<file path="src/rtl/mem_ctrl_mp_pkg.sv">
// Shared definitions for the multi-port byte-serial memory controller:
// FSM encoding, length codes, transfer direction and the length decode.
package mem_ctrl_mp_pkg;

  typedef enum logic [1:0] {
    IDLE  = 2'd0,
    READ  = 2'd1,
    WRITE = 2'd2,
    DONE  = 2'd3
  } state_t;

  localparam logic [1:0] LEN_BYTE = 2'd0;
  localparam logic [1:0] LEN_HALF = 2'd1;
  localparam logic [1:0] LEN_WORD = 2'd2;

  localparam logic RW_READ  = 1'b0;
  localparam logic RW_WRITE = 1'b1;

  // Code 3 is reserved and behaves as a word.
  function automatic logic [2:0] len_bytes(input logic [1:0] len);
    case (len)
      LEN_BYTE: return 3'd1;
      LEN_HALF: return 3'd2;
      default:  return 3'd4;
    endcase
  endfunction

endpackage

</file>
<file path="src/rtl/mem_ctrl_mp_arb.sv">
// Requester arbiter: fixed priority (highest index wins) or round-robin
// starting after the last granted port. Output grant is one-hot.
module mem_arb
  import mem_ctrl_mp_pkg::*;
#(
  parameter int unsigned NUM_PORTS = 2,
  parameter int unsigned IDX_W     = 1
) (
  input  logic [NUM_PORTS-1:0] i_req,
  input  logic [IDX_W-1:0]     i_last,
  input  logic                 i_rr,
  output logic [NUM_PORTS-1:0] o_gnt
);

  logic w_found;

  always_comb begin
    o_gnt   = '0;
    w_found = 1'b0;
    if (i_rr) begin
      // Scan offsets 1..NUM_PORTS from the last grant; the last grant itself is checked last.
      for (int unsigned off = 1; off <= NUM_PORTS; off++) begin
        for (int unsigned j = 0; j < NUM_PORTS; j++) begin
          if (!w_found && i_req[j] && (j == (32'(i_last) + off) % NUM_PORTS)) begin
            o_gnt[j] = 1'b1;
            w_found  = 1'b1;
          end
        end
      end
    end else begin
      for (int unsigned j = 0; j < NUM_PORTS; j++) begin
        if (i_req[j]) begin
          o_gnt    = '0;
          o_gnt[j] = 1'b1;
        end
      end
    end
  end

endmodule

</file>
<file path="src/rtl/mem_ctrl_mp.sv">
// Multi-port memory controller: arbitrates byte/half/word reads and writes
// onto a byte-wide RAM, one byte per advancing cycle.
module mem_ctrl_mp
  import mem_ctrl_mp_pkg::*;
#(
  parameter int unsigned NUM_PORTS = 2,
  parameter int unsigned ADDR_W    = 32,
  parameter int unsigned ARB_RR    = 0
) (
  input  logic                        clk_in,
  input  logic                        rst_in,
  input  logic                        rdy_in,
  input  logic [NUM_PORTS-1:0]        req_in,
  input  logic [NUM_PORTS-1:0]        rw_in,
  input  logic [2*NUM_PORTS-1:0]      len_in,
  input  logic [NUM_PORTS-1:0]        sext_in,
  input  logic [ADDR_W*NUM_PORTS-1:0] addr_in,
  input  logic [32*NUM_PORTS-1:0]     wdata_in,
  input  logic [7:0]                  ram_data_in,
  output logic                        ram_rw_out,
  output logic [ADDR_W-1:0]           ram_addr_out,
  output logic [7:0]                  ram_data_out,
  output logic [NUM_PORTS-1:0]        busy_out,
  output logic [NUM_PORTS-1:0]        done_out,
  output logic [31:0]                 rdata_out
);

  localparam int unsigned IDX_W = (NUM_PORTS > 1) ? $clog2(NUM_PORTS) : 1;

  state_t                r_state, w_state_nxt;
  logic [2:0]            r_cnt;
  logic [NUM_PORTS-1:0]  r_gnt;
  logic [IDX_W-1:0]      r_last;
  logic                  r_rw;
  logic [1:0]            r_len;
  logic                  r_sext;
  logic [ADDR_W-1:0]     r_addr;
  logic [31:0]           r_wdata;
  logic [3:0][7:0]       r_cap;

  logic [NUM_PORTS-1:0]  w_gnt;
  logic [IDX_W-1:0]      w_gnt_idx;
  logic                  w_any_req;
  logic                  w_sel_rw;
  logic [1:0]            w_sel_len;
  logic                  w_sel_sext;
  logic [ADDR_W-1:0]     w_sel_addr;
  logic [31:0]           w_sel_wdata;
  logic [2:0]            w_len_b;
  logic [31:0]           w_rd;

  assign w_any_req = |req_in;
  assign w_len_b   = len_bytes(r_len);

  mem_arb #(
    .NUM_PORTS (NUM_PORTS),
    .IDX_W     (IDX_W)
  ) u_arb (
    .i_req  (req_in),
    .i_last (r_last),
    .i_rr   (ARB_RR != 0),
    .o_gnt  (w_gnt)
  );

  always_comb begin
    w_gnt_idx   = '0;
    w_sel_rw    = 1'b0;
    w_sel_len   = '0;
    w_sel_sext  = 1'b0;
    w_sel_addr  = '0;
    w_sel_wdata = '0;
    for (int unsigned j = 0; j < NUM_PORTS; j++) begin
      if (w_gnt[j]) begin
        w_gnt_idx   = IDX_W'(j);
        w_sel_rw    = rw_in[j];
        w_sel_len   = len_in[2*j +: 2];
        w_sel_sext  = sext_in[j];
        w_sel_addr  = addr_in[ADDR_W*j +: ADDR_W];
        w_sel_wdata = wdata_in[32*j +: 32];
      end
    end
  end

  always_ff @(posedge clk_in or posedge rst_in) begin
    if (rst_in)      r_state <= IDLE;
    else if (rdy_in) r_state <= w_state_nxt;
  end

  always_comb begin
    w_state_nxt = r_state;
    case (r_state)
      IDLE:    if (w_any_req) w_state_nxt = (w_sel_rw == RW_WRITE) ? WRITE : READ;
      READ:    if (r_cnt == w_len_b) w_state_nxt = DONE;
      WRITE:   if (r_cnt == w_len_b - 3'd1) w_state_nxt = DONE;
      default: w_state_nxt = IDLE;
    endcase
  end

  always_ff @(posedge clk_in or posedge rst_in) begin
    if (rst_in) begin
      r_cnt   <= '0;
      r_gnt   <= '0;
      r_last  <= IDX_W'(NUM_PORTS - 1);
      r_rw    <= 1'b0;
      r_len   <= '0;
      r_sext  <= 1'b0;
      r_addr  <= '0;
      r_wdata <= '0;
      r_cap   <= '0;
    end else if (rdy_in) begin
      case (r_state)
        IDLE: begin
          if (w_any_req) begin
            r_gnt   <= w_gnt;
            r_last  <= w_gnt_idx;
            r_rw    <= w_sel_rw;
            r_len   <= w_sel_len;
            r_sext  <= w_sel_sext;
            r_addr  <= w_sel_addr;
            r_wdata <= w_sel_wdata;
            r_cnt   <= '0;
            r_cap   <= '0;
          end
        end
        READ: begin
          // RAM answers one cycle late, so the byte on ram_data_in belongs to cnt-1.
          if (r_cnt != 3'd0) r_cap[r_cnt[1:0] - 2'd1] <= ram_data_in;
          if (r_cnt != w_len_b) r_cnt <= r_cnt + 3'd1;
        end
        WRITE:   r_cnt <= r_cnt + 3'd1;
        default: ;
      endcase
    end
  end

  always_comb begin
    case (r_len)
      LEN_BYTE: w_rd = {{24{r_sext & r_cap[0][7]}}, r_cap[0]};
      LEN_HALF: w_rd = {{16{r_sext & r_cap[1][7]}}, r_cap[1], r_cap[0]};
      default:  w_rd = r_cap;
    endcase
  end

  always_comb begin
    ram_rw_out   = 1'b0;
    ram_addr_out = '0;
    ram_data_out = '0;
    busy_out     = '0;
    done_out     = '0;
    rdata_out    = '0;
    case (r_state)
      READ: begin
        ram_addr_out = r_addr + ADDR_W'(r_cnt);
        busy_out     = r_gnt;
      end
      WRITE: begin
        ram_rw_out   = rdy_in;
        ram_addr_out = r_addr + ADDR_W'(r_cnt);
        ram_data_out = r_wdata[{r_cnt[1:0], 3'b000} +: 8];
        busy_out     = r_gnt;
      end
      DONE: begin
        busy_out  = r_gnt;
        done_out  = r_gnt;
        rdata_out = (r_rw == RW_WRITE) ? '0 : w_rd;
      end
      default: ;
    endcase
  end

endmodule

</file>
<file path="config.mk">
export PLATFORM = sky130hd
export DESIGN_NAME = mem_ctrl_mp
export DESIGN_NICKNAME = d
export VERILOG_FILES = /design/src/rtl/mem_ctrl_mp_pkg.sv /design/src/rtl/mem_ctrl_mp_arb.sv /design/src/rtl/mem_ctrl_mp.sv
export SDC_FILE = /design/constraint.sdc
export NUM_CORES = 1
export LEC_CHECK = 0
export CAP_MARGIN = 20
export CORE_MARGIN = 2
export CORE_UTILIZATION = 41
export CTS_BUF_LIST = sky130_fd_sc_hd__clkbuf_16
export DETAILED_ROUTE_END_ITERATION = 12
export PLACE_DENSITY_LB_ADDON = 0.25
export SETUP_SLACK_MARGIN = 0.4
export SYNTH_ARGS = -nofsm -noshare
export SYNTH_HDL_FRONTEND = slang
export SYNTH_HIERARCHICAL = 1
export SYNTH_SLANG_ARGS = --single-unit
</file>
<file path="constraint.sdc">
create_clock -name clk_in -period 3.5 [get_ports clk_in]
set_input_delay 0.7 -clock clk_in [delete_from_list [all_inputs] [get_ports clk_in]]
set_output_delay 0.7 -clock clk_in [all_outputs]
set_load 0.05 [all_outputs]
</file>
---- Word-level counts from Yosys, hierarchy flattened ----
Index checks and enable logic that the tools add are counted.
word-level totals
  bits in registers ....................... 107
  bits in latches ......................... 0
  memory bits (writable) .................. 0
  memory bits (read-only) ................. 0
  output and inout bits ................... 77
  memories ................................ 0
cells by class
  $add $sub $neg .......................... 4
  $mul .................................... 0
  divide/modulo/power cells ............... 0
  $lt $le $gt $ge ......................... 2
  equality and inequality tests ........... 12
  shift-type cells ........................ 1
  multiplexer cells ....................... 35
  bitwise gates (word level) .............. 2
  reductions and logical operators ........ 13
operator list
  operator                                                    count
  2-to-1 mux 32 bit                                           9
  one-hot mux 32 bit (2 select lines)                         2
  adder 32 x 3 -> 32 bit                                      1
  bitwise mux 32 bit                                          1
  indexed part select 32 x 6 -> 8 bit                         1
  2-to-1 mux 2 bit                                            9
  demux 8 bit (select 2 bit)                                  1
  2-to-1 mux 8 bit                                            2
  AND reduction 4 bit                                         3
  != test 2 bit, second input constant                        5
  one-hot mux 3 bit (3 select lines)                          1
  == test 3 bit                                               2
  2-to-1 mux 1 bit                                            6
  2-to-1 mux 3 bit                                            2
  one-hot mux 2 bit (3 select lines)                          1
  one-hot mux 3 bit (2 select lines)                          1
  nonzero test 3 bit                                          2
  == test 2 x 1 -> 1 bit, second input constant               2
  == test 2 bit, second input constant                        2
  zero test 2 bit                                             2
  OR reduction 2 bit                                          2
  adder 3 x 1 -> 3 bit, second input constant                 1
  less-than comparator 2 x 3 -> 1 bit, second input constant  1
  != test 3 bit                                               1
  8 further kinds                                             9

---- Depth between registers and ports, before layout ----
  depth after elaboration ................. 8
  gate-level depth with buffers ........... 8
  depth with buffers taken out ............ 8

---- Hierarchy ----
Netlist, hierarchy kept.
modules (own cells, without submodules)
  module       times used  cells each  area an instance (um^2)
  mem_ctrl_mp  1           659         6094.6
  mem_arb      1           4           21.3

---- Worst setup path after synthesis ----
OpenSTA, ideal clock, no wires.
  path kind ............................... reg-to-output
  start ................................... reg r_cnt[1]
  end ..................................... out ram_addr_out[14]
  data arrival time ....................... 3.003 ns
  data required time ...................... 2.800 ns
  slack ................................... -0.203 ns
  stages on the path, launching flop included .. 8
  path buffers ............................ 1
  path through ............................ dfrtp_1 buf_1 inv_1 fa_1 nor2b_1 o2111ai_1 or3_1 a21oi_1
on the way
  word-level cells in the longest chain between the ends .. 2
ends and longest elaborated chain
  what                      line                                    source
  start: declaration        mem_ctrl_mp.sv:31                       logic [2:0] r_cnt;
  start signal: assignment  mem_ctrl_mp.sv:128                      if (r_cnt != w_len_b) r_cnt <= r_cnt + 3'd1;
  start signal: assignment  mem_ctrl_mp.sv:130                      WRITE: r_cnt <= r_cnt + 3'd1;
  adder 32 x 3 -> 32 bit    mem_ctrl_mp.sv:153, mem_ctrl_mp.sv:158
  2-to-1 mux 32 bit         --
  end: declaration          mem_ctrl_mp.sv:21                       output logic [ADDR_W-1:0] ram_addr_out,
No other way between the ends.

---- Final worst setup path ----
  start ................................... reg r_addr[0]
  end ..................................... out ram_addr_out[16]
on the way
  word-level cells in the longest chain between the ends .. 2
ends and longest elaborated chain
  what                      line                                    source
  start: declaration        mem_ctrl_mp.sv:37                       logic [ADDR_W-1:0] r_addr;
  start signal: assignment  mem_ctrl_mp.sv:119                      r_addr <= w_sel_addr;
  adder 32 x 3 -> 32 bit    mem_ctrl_mp.sv:153, mem_ctrl_mp.sv:158
  2-to-1 mux 32 bit         --
No other way between the ends.

==> flow_summary.yaml <==
status:
  status: "complete, no violations"
detailed_routing:
  drt_iter0_drc: 312
  avgRoutedWirePerCell_um: 18.2
  drc: 0
  postRouteAntennaNets: 0
  totalWireLength_mm: 19.6
  drtPass1Iterations: 5
  viasPerCell: 5.54
  vias: 5977
final_layout:
  drive_gt1_share_pct: 19.1
  stdcell_area_um2: 9730
  post-route-util_pct: 67.0
  area_growth_pct: 59.1
  num-nets-final: 1054
  antennaDiodeCount: 0
timing:
  rsz0062_at_grt: "true"
  setup_tns_ps: 0
  setup_violations: 0
  finalHoldViolations: 0
  fin_ws_ps: 363
  drv_slew: 0
  worstMarginPinSlew_ps: 684
  period_share_pct: 89.6
  fin_skew_ps: 4.58
  fmax_mhz: 319
  slew_headroom_pct: 54.1
  post-route-min-period_ps: 3140
worst_setup_path:
  crit_path_end_kind: "primary output"
  worst_path_max_delay_cell: "or3_4"
  path_max_fanout: 7
  required_ps: 2800
  cpPeakStageDelay_ps: 430
  crit_family: "simple AND/OR/NAND/NOR gates"
  critPathBufInv: 2
  critical_path_class: "reg -> out"
  worstPathCellList: "ha_2 > inv_2 > fa_2 > nor2b_4 > o2111ai_4 > or3_4 > a21oi_4 > buf_12"
  cp.arrival_ps: 2440
  worstSetupStartpointType: "register"
place:
  place_ws_ps: 347
  io_buffers: 225
  hpwlAfterDp_mm: 14.5
  placed_area_um2: 9140
  place.gp.congestion: 0.870
floorplan:
  num_rows: 44
  core_um2: 14500
  io_pins: 226
  die_w_um: 126
  die_area_um2: 15900
  die_y_um: 126
  start_util_pct: 42.1
global_route:
  grt_max_degree: 140
  grt_pass1_wl_mm: 31.1
  grt_pass1_vias: 6246
  grtUsageTotal_pct: 24.6
  antenna_found_initial: 0
  overflow: 0
synthesis:
  avgSynthCellArea_um2: 9.22
  synth_seq_area_share_pct: 44.2
  ys.flop_type: "dfrtp_1"
  ys_ff_latch: 108
  synth_edf_count: 0
  yosys_warnings: 6
  synth_cell_types: 54
  synthesis.area_um2: 6120
  synthArstFlopShare_pct: 100
  syn-instance-count: 663
clock_network:
  cts-htree-levels: 3
  insertion_delay_ps: 350
  cts.path.max_buffers: 2
  clkTransAtPathRegs_ps: 70
  root_buffer: "clkbuf_16"
  cts.sinks: 108
  cts_hold_buf: 0
  cts_tree: "built"
  numCtsBuffers: 9
power_and_ir_drop:
  vdd_ir_drop_max_mv: 0.419
  power.leakage_uw: 0.00401
  powerDensity_nw_per_um2: 888
run:
  max-cap-violations: 0
min_path:
  hold_class: "reg -> reg"
==> logic make-up after synthesis <==
family,count (synthesis),share of synthesized area [%]
adder cells (fa/ha/maj),14,2.99
AO/OA/AOI/OAI,231,24.9
buffers and inverters,73,4.52
XOR/XNOR,23,3.29
other,1,0.0613
flip-flops,108,44.2
multiplexers,17,4.50
AND/OR/NAND/NOR,196,15.5
==> worst paths after layout <==
kind	slack, ps	to	start	depth (start not counted)
worst min-delay path	470	r_wdata[20]	r_wdata[20]	2
worst min register to register	470	r_wdata[20]	r_wdata[20]	2
worst max-delay path	360	ram_addr_out[16]	r_addr[0]	8
max in group asynchronous	1930	r_cnt[2]	rst_in	3
min in group asynchronous	790	r_addr[22]	rst_in	2
worst max register to register	930	r_state[0]	r_len[1]	9
==> state kept, by name (all words and copies together), names as in the netlist <==
signal,cells
r_addr,32
r_cap,32
r_wdata,32
r_cnt,3
r_gnt,2
r_len,2
r_state,2
r_last,1
r_rw,1
r_sext,1
==> what timing repair did <==
action	in CTS	in global routing
endpoints found under the setup margin	53	36
pin swaps	6	3
gates resized for setup	32	21
setup buffers	13	4
==> tightest hold or removal path: stages, from the launching register on <==
cell and delay (ps):
dfrtp_1 340, nand2_1 40, o21ai_0 60
==> per-layer routing <==
metal | routed length [um] | global-route usage, % | up-vias
met1 | 8040 | 29.3 | 2886
li1 | - | - | 2837
met2 | 9880 | 43.6 | 214
met4 | 621 | 8.92 | 0
met5 | 0 | 0 | -
met3 | 1070 | 5.52 | 40
==> cells in the mapped netlist (all sizes together) (8+ instances only) <==
cell	instances	share of area (%)
dfrtp	107	44
nand2	88	5.4
o21ai	73	6.0
a22oi	62	7.6
clkbuf	34	2.1
a21oi	33	2.7
a22o	32	4.6
inv	32	2.0
nor2	32	2.0
and2	21	2.1
xnor2	17	2.4
ha	13	2.7
mux4	8	2.9
nor3	8	0.65
o21a	8	0.98
==> cells in the final DEF (no fill, tap or decap), types with 3 or more instances in the layout <==
| cell type | instances |
|---|---|
| ha_1 | 10 |
| nand2_1 | 88 |
| clkbuf_16 | 9 |
| clkdlybuf4s50_1 | 161 |
| a21oi_2 | 9 |
| a22o_1 | 32 |
| nor2_1 | 22 |
| xor2_1 | 6 |
| buf_4 | 36 |
| or3_4 | 3 |
| nor2_2 | 10 |
| buf_12 | 50 |
| a22oi_1 | 62 |
| a21o_1 | 5 |
| nand2b_1 | 6 |
| mux2_2 | 4 |
| o211ai_1 | 3 |
| nor4_2 | 4 |
| and4_4 | 3 |
| a21oi_4 | 3 |
| and2_1 | 20 |
| o21ai_0 | 71 |
| a21oi_1 | 21 |
| dfrtp_1 | 106 |
| nor3_1 | 5 |
| mux4_2 | 8 |
| o21a_1 | 8 |
| xnor2_1 | 17 |
| or3_1 | 3 |
| a221oi_1 | 5 |
| nand3_1 | 6 |
| dlygate4sd2_1 | 9 |
| inv_1 | 28 |
| nor2b_1 | 4 |
| mux2i_1 | 3 |
==> metrics by stage <==
stage | std cells | hold slack [ps] | power [uW]
after global routing | 1078 | 503 | 9100
after detailed placement | 1047 | 466 | 7420
final | 1078 | 474 | 8640
after global placement | 1047 | 456 | 7260
after floorplan | 664 | 445 | 5200
after CTS | 1074 | 481 | 8580
==> power breakdown <==
part           leakage [uW]  switching, uW  internal (uW)  total [uW]
Clock              0.000136            451            545         996
Sequential          0.00141            464           1810        2270
Combinational       0.00247           3080           2290        5380
Total               0.00401           4000           4650        8640
==> cell type report <==
class | count | area, um2
timing repair buffer | 257 | 2970
clock buffer | 9 | 225
inverter | 32 | 128
tap | 184 | 230
clock inverter | 5 | 55.1
multi-input combinational | 483 | 3410
sequential | 108 | 2710
fill | 1150 | 4800
Power figures use the tool's default switching activity.
